<file path="src/rtl/display_scanner.sv">
// rtl/display_scanner.sv - four-digit multiplexed display scanner with frame-synchronous update
module display_scanner #(
    parameter int REFRESH_DIV = 100000
) (
    input  logic        clk,
    input  logic        reset,
    input  logic [15:0] value_in,
    input  logic        load,
    input  logic        blank_lz,
    output logic [3:0]  digit_out,
    output logic [3:0]  anode_n,
    output logic        pending,
    output logic        frame_done
);

    localparam int PW = $clog2(REFRESH_DIV);
    localparam logic [PW-1:0] LAST = PW'(REFRESH_DIV - 1);

    logic [PW-1:0] prescaler;
    logic [1:0]    index;
    logic [15:0]   shadow;
    logic [15:0]   display;
    logic          tick;
    logic          boundary;
    logic [15:0]   upper;
    logic [3:0]    nibble;
    logic          blank;

    assign tick     = (prescaler == LAST);
    assign boundary = tick && (index == 2'd3);

    // Free-running prescaler and digit index; neither cares about load or pending.
    always_ff @(posedge clk) begin
        if (!reset) begin
            prescaler <= '0;
            index     <= 2'd0;
        end else if (tick) begin
            prescaler <= '0;
            index     <= index + 2'd1;
        end else begin
            prescaler <= prescaler + 1'b1;
        end
    end

    // Double buffering: loads land in shadow, display only moves at the frame boundary.
    // A load on the boundary edge bypasses shadow so it is not held for a whole extra frame.
    always_ff @(posedge clk) begin
        if (!reset) begin
            shadow     <= '0;
            display    <= '0;
            pending    <= 1'b0;
            frame_done <= 1'b0;
        end else begin
            frame_done <= boundary;
            if (load) begin
                shadow <= value_in;
            end
            if (boundary) begin
                display <= load ? value_in : shadow;
                pending <= 1'b0;
            end else if (load) begin
                pending <= 1'b1;
            end
        end
    end

    // Select the current nibble and decide leading-zero blanking from the nibbles at and above it.
    always_comb begin
        upper  = display >> {index, 2'b00};
        nibble = upper[3:0];
        blank  = blank_lz && (index != 2'd0) && (upper == 16'd0);
    end

    // Registered drive to the segment decoder and anodes, one cycle behind the index.
    always_ff @(posedge clk) begin
        if (!reset) begin
            digit_out <= 4'h0;
            anode_n   <= 4'hF;
        end else if (blank) begin
            digit_out <= 4'h0;
            anode_n   <= 4'hF;
        end else begin
            digit_out <= nibble;
            anode_n   <= ~(4'b0001 << index);
        end
    end

endmodule

</file>
<file path="config.mk">
export PLATFORM = sky130hd
export DESIGN_NAME = display_scanner
export DESIGN_NICKNAME = d
export VERILOG_FILES = /design/src/rtl/display_scanner.sv
export SDC_FILE = /design/constraint.sdc
export NUM_CORES = 1
export LEC_CHECK = 0
export ABC_AREA = 1
export BUFFER_PORTS_ARGS = -buffer_cell sky130_fd_sc_hd__buf_2
export CAP_MARGIN = 25
export CORE_MARGIN = 4
export CORE_UTILIZATION = 37
export CTS_CLUSTER_SIZE = 12
export DETAILED_ROUTE_END_ITERATION = 7
export HOLD_SLACK_MARGIN = 0.06
export PLACE_DENSITY_LB_ADDON = 0.2
export REMOVE_ABC_BUFFERS = 1
export SLEW_MARGIN = 40
export SYNTH_ARGS = -nofsm -noshare
export SYNTH_HDL_FRONTEND = slang
export SYNTH_SLANG_ARGS = --single-unit
</file>
<file path="constraint.sdc">
create_clock -name clk -period 3.75 [get_ports clk]
set_clock_uncertainty 0.2 [all_clocks]
set_input_delay 0.5625 -clock clk [delete_from_list [all_inputs] [get_ports clk]]
set_output_delay 0.5625 -clock clk [all_outputs]
set_load 0.005 [all_outputs]
</file>
==> results of run 1 <==
## cells by family after synthesis
logic type	count (synthesis)
DFF	61
buffers and inverters	58
adders and majority gates	5
and+or+nand+nor	219
AOI/OAI and AO/OA	26
xor gates and xnor gates	7
## through the flow
stage,hold slack (ns),setup WS [ns],total power (uW)
floorplan,0.2175,1.798,725.0
global placement,0.2315,1.713,753.2
detailed placement,0.2452,1.666,754.8
CTS,0.2544,1.682,1392
global route,0.2777,1.474,1431
finish,0.2486,1.696,1369
## path summary, 6_finish.rpt
path	startpoint	end	slack, ns	cells past startpoint
setup reg to reg	index[0]	digit_out[1]	1.70	10
setup / recovery	index[0]	digit_out[1]	1.70	10
hold reg to reg	prescaler[0]	prescaler[0]	0.25	1
hold / removal	prescaler[0]	prescaler[0]	0.25	1
## cell type report
cell class	instances	area, um^2
Timing Repair Buffer	32	167.7
Clock inverter	6	87.58
Sequential cell	61	1221
Clock buffer	10	127.6
Multi-Input combinational cell	257	1363
Inverter	41	153.9
Tap cell	102	127.6
Fill cell	834	4439
## power groups by stage
stage | clock network, uW | logic (uW) | registers, uW
finish | 630 | 69.8 | 669
global route | 680 | 80.6 | 670
CTS | 652 | 71.4 | 669
detailed placement | 0 | 71.3 | 684
global placement | 0 | 70.1 | 683
floorplan | 0 | 42.4 | 683
## flip-flops by register name, indices dropped and copies added (netlist names)
register,cells
index,2
display,16
digit_out,4
prescaler,17
shadow,16
pending,1
frame_done,1
anode_n,4
## metal layers
metal / vias up / GRT usage / wire [um]
li1: 1252 / - / -
met1: 1091 / 0.1728 / 2726
met2: 42 / 0.2356 / 2762
met3: 7 / 0.04338 / 239
met4: 0 / 0.05257 / 78
met5: - / 0 / 0
## cell usage in the layout (no fill, tap or decap), drive strengths merged, types with 3 or more instances in the layout
master,Yosys,routed
clkbuf,4,10
ha,5,5
buf,13,32
o21a,16,16
o21ai,3,3
nand3,40,40
nor2,59,59
a21oi,7,7
nand4,21,21
inv,40,40
nand2,73,73
xor2,5,5
dfxtp,61,61
nor3,5,5
or2,18,18
clkinvlp,0,3
## worst max-delay path: cells and delay by family, from the launching register on
family	cells	cell delay, ns
simple gates	7	0.59
buf+inv	2	0.28
flops	1	0.61
fa+ha+maj	1	0.27
==> metrics.cfg, run 1 <==
[worst_hold_path]
holdCritPathClass = register to register

[critical_path]
critPathMaxFanout = 14
slowest_delay_ns = 0.61
critPathLaunchType = register
cp_slowest_cell = dfxtp_1
crit_type = register to register
cpMostUsedCell = nor2_1
arrival_ns = 2.08
crit_required_ns = 3.78
crit_path_end_kind = register
cp_cell_sequence = inv_2, ha_1, inv_1, nand2_1, nor2_1, nand2_1, nor2_1, nand3_2, nand2_2, nor2_1

[yosys]
synth_area_um2 = 2898
synth_top_family_by_area = simple AND/OR/NAND/NOR gates
ys_seq_area_frac = 0.4214
synth_compound_area_frac = 0.05872
post_synth_and_or_nand_nor_area_fraction = 0.3687
post_synth.cell_area_avg_um2 = 7.707
yosysTopAreaCellShare = 0.4214
synth_top_area_cell = dfxtp_1
synth-adder-area-share = 0.02159
synth_seq_cells = 61
synth_edf_count = 0
async_reset_ff_frac = 0
netlist_instances = 376
ys.flop_type = dfxtp_1
synth_common_cells = nand2_1, dfxtp_1, nor2_1, inv_1, nand3_1
synth-xor-area-share = 0.02116
synthDistinctLibCells = 33
synth_mux_area_frac = 0
netlist_top_cells_area = dfxtp_1, nand2_1, nor2_1, nand3_1, inv_1
synth_warnings = 0
synth_most_common_cell = nand2_1

[pwr]
p_clk_frac = 0.460
seq_power_share = 0.488
switching_share = 0.2201
pwr_density_cell_nw_per_um2 = 421.3
power_leakage_uw = 0.001447
p_int_uw = 1067
comb_power_share = 0.051
p_sw_uw = 301.2
vdd_drop_max_mv = 0.1781

[run_status]
status = finished, final reports clean

[floorplan]
die_w_um = 96.50
pin_count = 30
fp.dieH_um = 96.50
coreArea_um2 = 7687
fp-row-count = 32
start_util = 0.3770
dieArea_um2 = 9311

[timing]
setup_violations = 0
fin_crit_sh = 0.5477
fin_crit_ns = 2.054
slew_violations = 0
slew_headroom = 0.6732
tns_ns = 0
fmax_ghz = 0.4869
rsz0062_at_grt = no
worst_pin_slew_ns = 0.4903
finalHoldViolations = 0

[place]
dp.cells = 493
gp_congestion = 0.8369
dp_hpwl_mm = 4.194
io_buffer_count = 29
place_area_um2 = 3033

[cts]
cts_setup_buffers = 0
cts_resized = 0
cts-root-buf = clkbuf_8
path_clk_slew_ns = 0.07
cts_hold_buf = 0
numCtsBuffers = 9
clkSinkCount = 61
clock_path_buffers = 2
tritoncts = yes
htreeDepth = 3
clk-insertion-delay-late_ns = 0.33

[global_route]
grt_pass1_vias = 2333
antenna_found_initial = 0
grt_max_degree = 29
grt_use_total = 0.1420
grt.overflow.total = 0
grt_pass1_wl_mm = 10.41

[final_layout]
diodes = 0
drive_gt1_frac = 0.1966
area_delta_synth_final_pct = 12.09
final_nets = 427
final_area_um2 = 3248
utilization = 0.4225
final_cells = 509

[drt]
drcViolationCount = 0
ant_nets = 0
drt_first_pass_iters = 4
vias = 2392
viasPerCell = 4.699
drt_iter0_drc = 51
drt-total-wl_mm = 5.807
wire_per_inst_um = 11.41

[flow_run]
max-cap-violations = 0

Note: power is estimated with default switching activity, not from simulation.
==> run 2: changes to the inputs <==
Clock period 3.75 ns to 2.07 ns, I/O delays scaled along.
==> metrics.cfg, run 2 (synthesis gave the netlist of run 1 again) <==
[timing]
fmax_ghz = 0.5499  ; was 0.4869 GHz
fin_crit_ns = 1.818  ; was 2.054 ns
finalHoldViolations = 0  ; unchanged
setup_violations = 0  ; unchanged
fin_crit_sh = 0.8785  ; was 0.5477
tns_ns = 0  ; unchanged
slew_violations = 0  ; unchanged
worst_pin_slew_ns = 0.4925  ; was 0.4903 ns
rsz0062_at_grt = no  ; unchanged
slew_headroom = 0.6696  ; was 0.6732

[cts]
path_clk_slew_ns = 0.07  ; about the same
cts_resized = 0  ; unchanged
clock_path_buffers = 2  ; unchanged
tritoncts = yes  ; unchanged
htreeDepth = 3  ; unchanged
clkSinkCount = 61  ; unchanged
numCtsBuffers = 9  ; unchanged
cts-root-buf = clkbuf_8  ; unchanged
cts_hold_buf = 0  ; unchanged
clk-insertion-delay-late_ns = 0.35  ; was 0.33 ns
cts_setup_buffers = 0  ; unchanged

[drt]
drt_first_pass_iters = 4  ; unchanged
drt-total-wl_mm = 6.014  ; was 5.807 mm
viasPerCell = 4.699  ; about the same
drcViolationCount = 0  ; unchanged
wire_per_inst_um = 11.75  ; was 11.41 um
drt_iter0_drc = 85  ; was 51
ant_nets = 0  ; unchanged
vias = 2406  ; was 2,392

[critical_path]
critPathLaunchType = register  ; unchanged
worst-path-buf-inv = 2  ; unchanged
slowest_delay_ns = 0.44  ; was 0.61 ns
startpoint = index[1]  ; was index[0]
cp.depth = 10  ; unchanged
crit_type = register to register  ; unchanged
crit_required_ns = 2.10  ; was 3.78 ns
cpMostUsedCell = nor2_1  ; unchanged
critPathMaxFanout = 8  ; was 14
cp_slowest_cell = dfxtp_1  ; unchanged
worstReg2RegStart = index[1]  ; was index[0]
crit_family = simple AND/OR/NAND/NOR gates  ; was flip-flops
cp_cell_sequence = inv_1, ha_1, inv_1, nand2_1, nor2_1, nand2_1, nor2_1, nand3_2, nand2_2, nor2_1  ; was inv_2, ha_1, inv_1, nand2_1, nor2_1, nand2_1, nor2_1, nand3_2, nand2_2, nor2_1
arrival_ns = 1.85  ; was 2.08 ns
reg2regPathDepth = 10  ; unchanged
crit_path_end_kind = register  ; unchanged

[global_route]
grt_max_degree = 19  ; was 29
grt.overflow.total = 0  ; unchanged
grt_use_total = 0.1494  ; was 0.1420
grt_pass1_wl_mm = 10.67  ; was 10.41 mm
antenna_found_initial = 0  ; unchanged
grt_pass1_vias = 2339  ; was 2,333

[floorplan]
dieArea_um2 = 9311  ; unchanged
fp.dieH_um = 96.50  ; unchanged
die_w_um = 96.50  ; unchanged
fp-row-count = 32  ; unchanged
start_util = 0.3770  ; unchanged
pin_count = 30  ; unchanged
coreArea_um2 = 7687  ; unchanged

[pwr]
vdd_drop_max_mv = 0.4526  ; was 0.1781 mV
power_leakage_uw = 0.001474  ; was 0.001447 uW
pwr_density_cell_nw_per_um2 = 780.9  ; was 421.3 nW/um^2

[place]
dp_hpwl_mm = 4.229  ; was 4.194 mm
io_buffer_count = 29  ; unchanged
gp_congestion = 0.8981  ; was 0.8369

[final_layout]
largest_register = prescaler  ; unchanged
utilization = 0.4269  ; was 0.4225
final_nets = 430  ; was 427
drive_gt1_frac = 0.2000  ; was 0.1966
area_delta_synth_final_pct = 13.26  ; was 12.09%
top_regs = prescaler x17, display x16, shadow x16  ; unchanged
layout_common_cells = nand2_1, dfxtp_1, nor2_1  ; unchanged
final_common_cell = nand2_1  ; unchanged
diodes = 0  ; unchanged
fillerInstances = 847  ; was 834
largest_reg_flops = 17  ; unchanged

[worst_hold_path]
holdCritPathClass = primary input to register  ; was register to register
hold_depth = 5  ; was 1
min_from = value_in[7]  ; was prescaler[0]

[flow_run]
max-cap-violations = 0  ; unchanged

[run_status]
status = finished, final reports clean  ; unchanged

## run 2: cell types whose count changed in the layout (fill, tap and decap cells not counted)
| cell | delta |
|---|---|
| clkbuf_1 | +1 |
| buf_4 | +3 |
| clkinvlp_4 | -2 |
| clkinv_2 | -1 |
| clkbuf_8 | +2 |
## run 2: cell type report
cell class	instances	area (um^2)	area share
multi-input combinational	257	1363	0.4152
sequential	61	1221	0.3721
timing repair buffer	35	190.2	0.05795
clock buffer	13	158.9	0.04842
inverter	41	153.9	0.04689
tap	102	127.6	0.03889
clock inverter	3	67.56	0.02059
## run 2: metal layers
layer / wire, um / GRT usage
met1: 2871 / 0.1908
met5: 0 / 0
met4: 121 / 0.05841
met3: 270 / 0.05190
met2: 2750 / 0.2310
## run 2: metrics by stage
| step | setup WS [ns] | hold slack, ns | power, uW | instance area (um^2) | cells |
|---|---|---|---|---|---|
| floorplan | 0.1176 | 0.1970 | 1313 | 2738 | 359 |
| finish | 0.2516 | 0.1774 | 2563 | 3282 | 512 |
| CTS | 0.2512 | 0.1747 | 2595 | 3282 | 512 |
| detailed placement | 0.2788 | 0.2465 | 1372 | 3055 | 496 |
| global placement | 0.3591 | 0.2318 | 1368 | 3055 | 496 |
| global route | 0.1208 | 0.2021 | 2677 | 3282 | 512 |
## run 2: tightest hold or removal path, stage by stage
cell and delay [ns]:
buf_2 0.07, or2_2 0.09, o21a_1 0.12, inv_1 0.04
nor2_1 0.07
## run 2: worst paths after layout
| path | slack (ns) | end |
|---|---|---|
| max reg2reg | 0.25 | digit_out[2] |
| min reg2reg | 0.25 | prescaler[0] |
| max | 0.25 | digit_out[2] |
| min | 0.18 | shadow[7] |
## run 2: power breakdown
group | total (uW) | internal [uW] | switching [uW]
logic | 131 | 59.0 | 72.4
clock network | 1220 | 745 | 476
registers | 1210 | 1200 | 8.97
total | 2560 | 2010 | 557
==> run 3: changes to the inputs <==
Settings changed: ABC_AREA 1 to unset, CORE_MARGIN 4 to 2.
==> metrics.cfg, run 3 <==
[global_route]
grt_use_total = 0.1457  ; was 0.1494
grt.overflow.total = 0  ; unchanged
grt_max_degree = 37  ; was 19
grt_pass1_vias = 1695  ; was 2,339
grt_pass1_wl_mm = 8.376  ; was 10.67 mm
antenna_found_initial = 0  ; unchanged

[critical_path]
ff2ff_setup_slack_ns = 0.14  ; was 0.25 ns
slowest_delay_ns = 0.56  ; was 0.44 ns
critPathLaunchType = register  ; unchanged
timing.rr.end = anode_n[3]  ; was digit_out[2]
arrival_ns = 1.98  ; was 1.85 ns
worst-path-buf-inv = 0  ; was 2
crit_family = simple AND/OR/NAND/NOR gates  ; unchanged
crit_type = register to register  ; unchanged
cp.depth = 3  ; was 10
worstReg2RegStart = index[0]  ; was index[1]
crit_required_ns = 2.12  ; was 2.10 ns
crit_path_end_kind = register  ; unchanged
reg2regPathDepth = 3  ; was 10
cp_slowest_cell = or4_4  ; was dfxtp_1
cp_cell_sequence = mux4_2, or4_4, o211ai_1  ; was inv_1, ha_1, inv_1, nand2_1, nor2_1, nand2_1, nor2_1, nand3_2, nand2_2, nor2_1
critPathMaxFanout = 5  ; was 8

[final_layout]
top_regs = prescaler x17, display x16, shadow x16  ; unchanged
final_nets = 318  ; was 430
diodes = 0  ; unchanged
final_common_cell = dfxtp_1  ; was nand2_1
drive_gt1_frac = 0.2703  ; was 0.2000
largest_register = prescaler  ; unchanged
final_area_um2 = 3010  ; was 3282 um^2
layout_common_cells = dfxtp_1, nor2_1, buf_2  ; was nand2_1, dfxtp_1, nor2_1
area_delta_synth_final_pct = 19.52  ; was 13.26%
largest_reg_flops = 17  ; unchanged

[place]
place_area_um2 = 2791  ; was 3055 um^2
place_ws_ns = 0.06960  ; was 0.2788 ns
io_buffer_count = 29  ; unchanged
gp_congestion = 0.7723  ; was 0.8981
dp_hpwl_mm = 3.254  ; was 4.229 mm

[floorplan]
coreArea_um2 = 6681  ; was 7687 um^2
fp.dieH_um = 86.51  ; was 96.50 um
start_util = 0.3770  ; about the same
die_w_um = 86.51  ; was 96.50 um
dieArea_um2 = 7483  ; was 9311 um^2
fp-row-count = 30  ; was 32
pin_count = 30  ; unchanged

[timing]
worst_pin_slew_ns = 0.4399  ; was 0.4925 ns
fin_crit_sh = 0.9341  ; was 0.8785
timing.final.ws_setup_ns = 0.1365  ; was 0.2516 ns
fmax_ghz = 0.5172  ; was 0.5499 GHz
slew_violations = 0  ; unchanged
setup_violations = 0  ; unchanged
finalHoldViolations = 0  ; unchanged
fin_crit_ns = 1.934  ; was 1.818 ns
slew_headroom = 0.7040  ; was 0.6696
rsz0062_at_grt = no  ; unchanged

[yosys]
netlist_top_cells_area = dfxtp_1, mux2i_1, a31o_2, a21oi_1, nor2_1  ; was dfxtp_1, nand2_1, nor2_1, nand3_1, inv_1
post_synth.cell_area_avg_um2 = 9.725  ; was 7.707 um^2
synth_area_um2 = 2519  ; was 2898 um^2
synth_seq_cells = 61  ; unchanged
netlist_instances = 259  ; was 376
ys_seq_area_frac = 0.4848  ; was 0.4214
synth_edf_count = 0  ; unchanged
yosysTopAreaCellShare = 0.4848  ; was 0.4214
synth_most_common_cell = dfxtp_1  ; was nand2_1
synth_top_area_cell = dfxtp_1  ; unchanged
synth_common_cells = dfxtp_1, nor2_1, a21oi_1, nand2_1, mux2i_1  ; was nand2_1, dfxtp_1, nor2_1, inv_1, nand3_1
synth_warnings = 0  ; unchanged
async_reset_ff_frac = 0  ; unchanged
synthDistinctLibCells = 34  ; was 33
ys.flop_type = dfxtp_1  ; unchanged

[drt]
drt_first_pass_iters = 4  ; unchanged
drt_iter0_drc = 90  ; was 85
viasPerCell = 5.080  ; was 4.699
vias = 1910  ; was 2,406
ant_nets = 0  ; unchanged
drt-total-wl_mm = 4.854  ; was 6.014 mm
wire_per_inst_um = 12.91  ; was 11.75 um
drcViolationCount = 0  ; unchanged

[cts]
clkSinkCount = 61  ; unchanged
numCtsBuffers = 9  ; unchanged
cts-root-buf = clkbuf_8  ; unchanged
clock_path_buffers = 2  ; unchanged
clk-insertion-delay-late_ns = 0.33  ; was 0.35 ns
cts_setup_buffers = 0  ; unchanged
path_clk_slew_ns = 0.06  ; was 0.07 ns
htreeDepth = 3  ; unchanged
tritoncts = yes  ; unchanged

[pwr]
vdd_drop_max_mv = 0.4241  ; was 0.4526 mV
power_leakage_uw = 0.001248  ; was 0.001474 uW
pwr_density_cell_nw_per_um2 = 789.0  ; was 780.9 nW/um^2
power_uw = 2375  ; was 2563 uW

[worst_hold_path]
holdCritPathClass = primary input to register  ; unchanged
holdPathEnd = shadow[1]  ; was shadow[7]
hold_depth = 3  ; was 5
min_from = value_in[1]  ; was value_in[7]

[run_status]
status = finished, final reports clean  ; unchanged

[flow_run]
max-cap-violations = 0  ; unchanged

-- run 3: metrics by stage --
stage	std cells	hold WS (ns)	util	setup TNS [ns]
after floorplan	240	0.1795	-	-6.082
after global placement	361	0.2274	0.4178	0
after detailed placement	361	0.2341	0.4178	0
after CTS	376	0.06892	0.4491	0
after global routing	376	0.07649	0.4506	0
final	376	0.07945	0.4506	0
-- run 3: final cells by class --
cell class	instances	area, um^2
inverter	6	22.52
tap	80	100.1
clock inverter	1	30.03
clock buffer	13	168.9
fill	676	3671
timing repair buffer	42	270.3
multi-input combinational	173	1196
sequential	61	1222
-- run 3: worst reg2reg max path: cells and delay by family (launching register included) --
| family | cells | cell delay [ns] |
|---|---|---|
| muxes | 1 | 0.53 |
| and+or+nand+nor | 1 | 0.56 |
| AOI/OAI and AO/OA | 1 | 0.19 |
| DFF | 1 | 0.39 |
-- run 3: what timing repair did --
action,4_1_cts,5_1_grt
hold buffers,1,0
hold endpoints to repair,1,0
gates resized for setup,0,3
setup endpoints to repair,0,4
-- run 3: worst max path at each step --
stage	from	slack [ns]	end
after CTS	index[0]	0.06	anode_n[2]
final	index[0]	0.14	anode_n[3]
after global placement	index[0]	0.10	anode_n[2]
after floorplan	prescaler[0]	-0.28	prescaler[10]
after detailed placement	index[0]	0.07	anode_n[2]
after global routing	index[0]	0.01	anode_n[3]
-- run 3: power by group --
part	internal, uW	total (uW)	leakage [uW]	switching (uW)
clock	642	1060	0.000102	422
combinational	47.3	103	0.000650	55.8
sequential	1200	1210	0.000496	8.44
-- run 3: metal layers --
metal	wire length (um)	global-route usage
met1	2499	0.2075
met2	2050	0.1972
met3	249	0.05714
met4	55	0.05540
met5	0	0
-- run 3: cell families after synthesis --
kind of cell    after synthesis  share of synthesized area
compound gates               52                     0.1376
fa+ha+maj                     5                    0.02484
flops                        61                     0.4848
simple gates                 85                     0.1694
mux                          21                     0.1048
xor+xnor                     10                    0.03478
buf+inv                      25                    0.04371
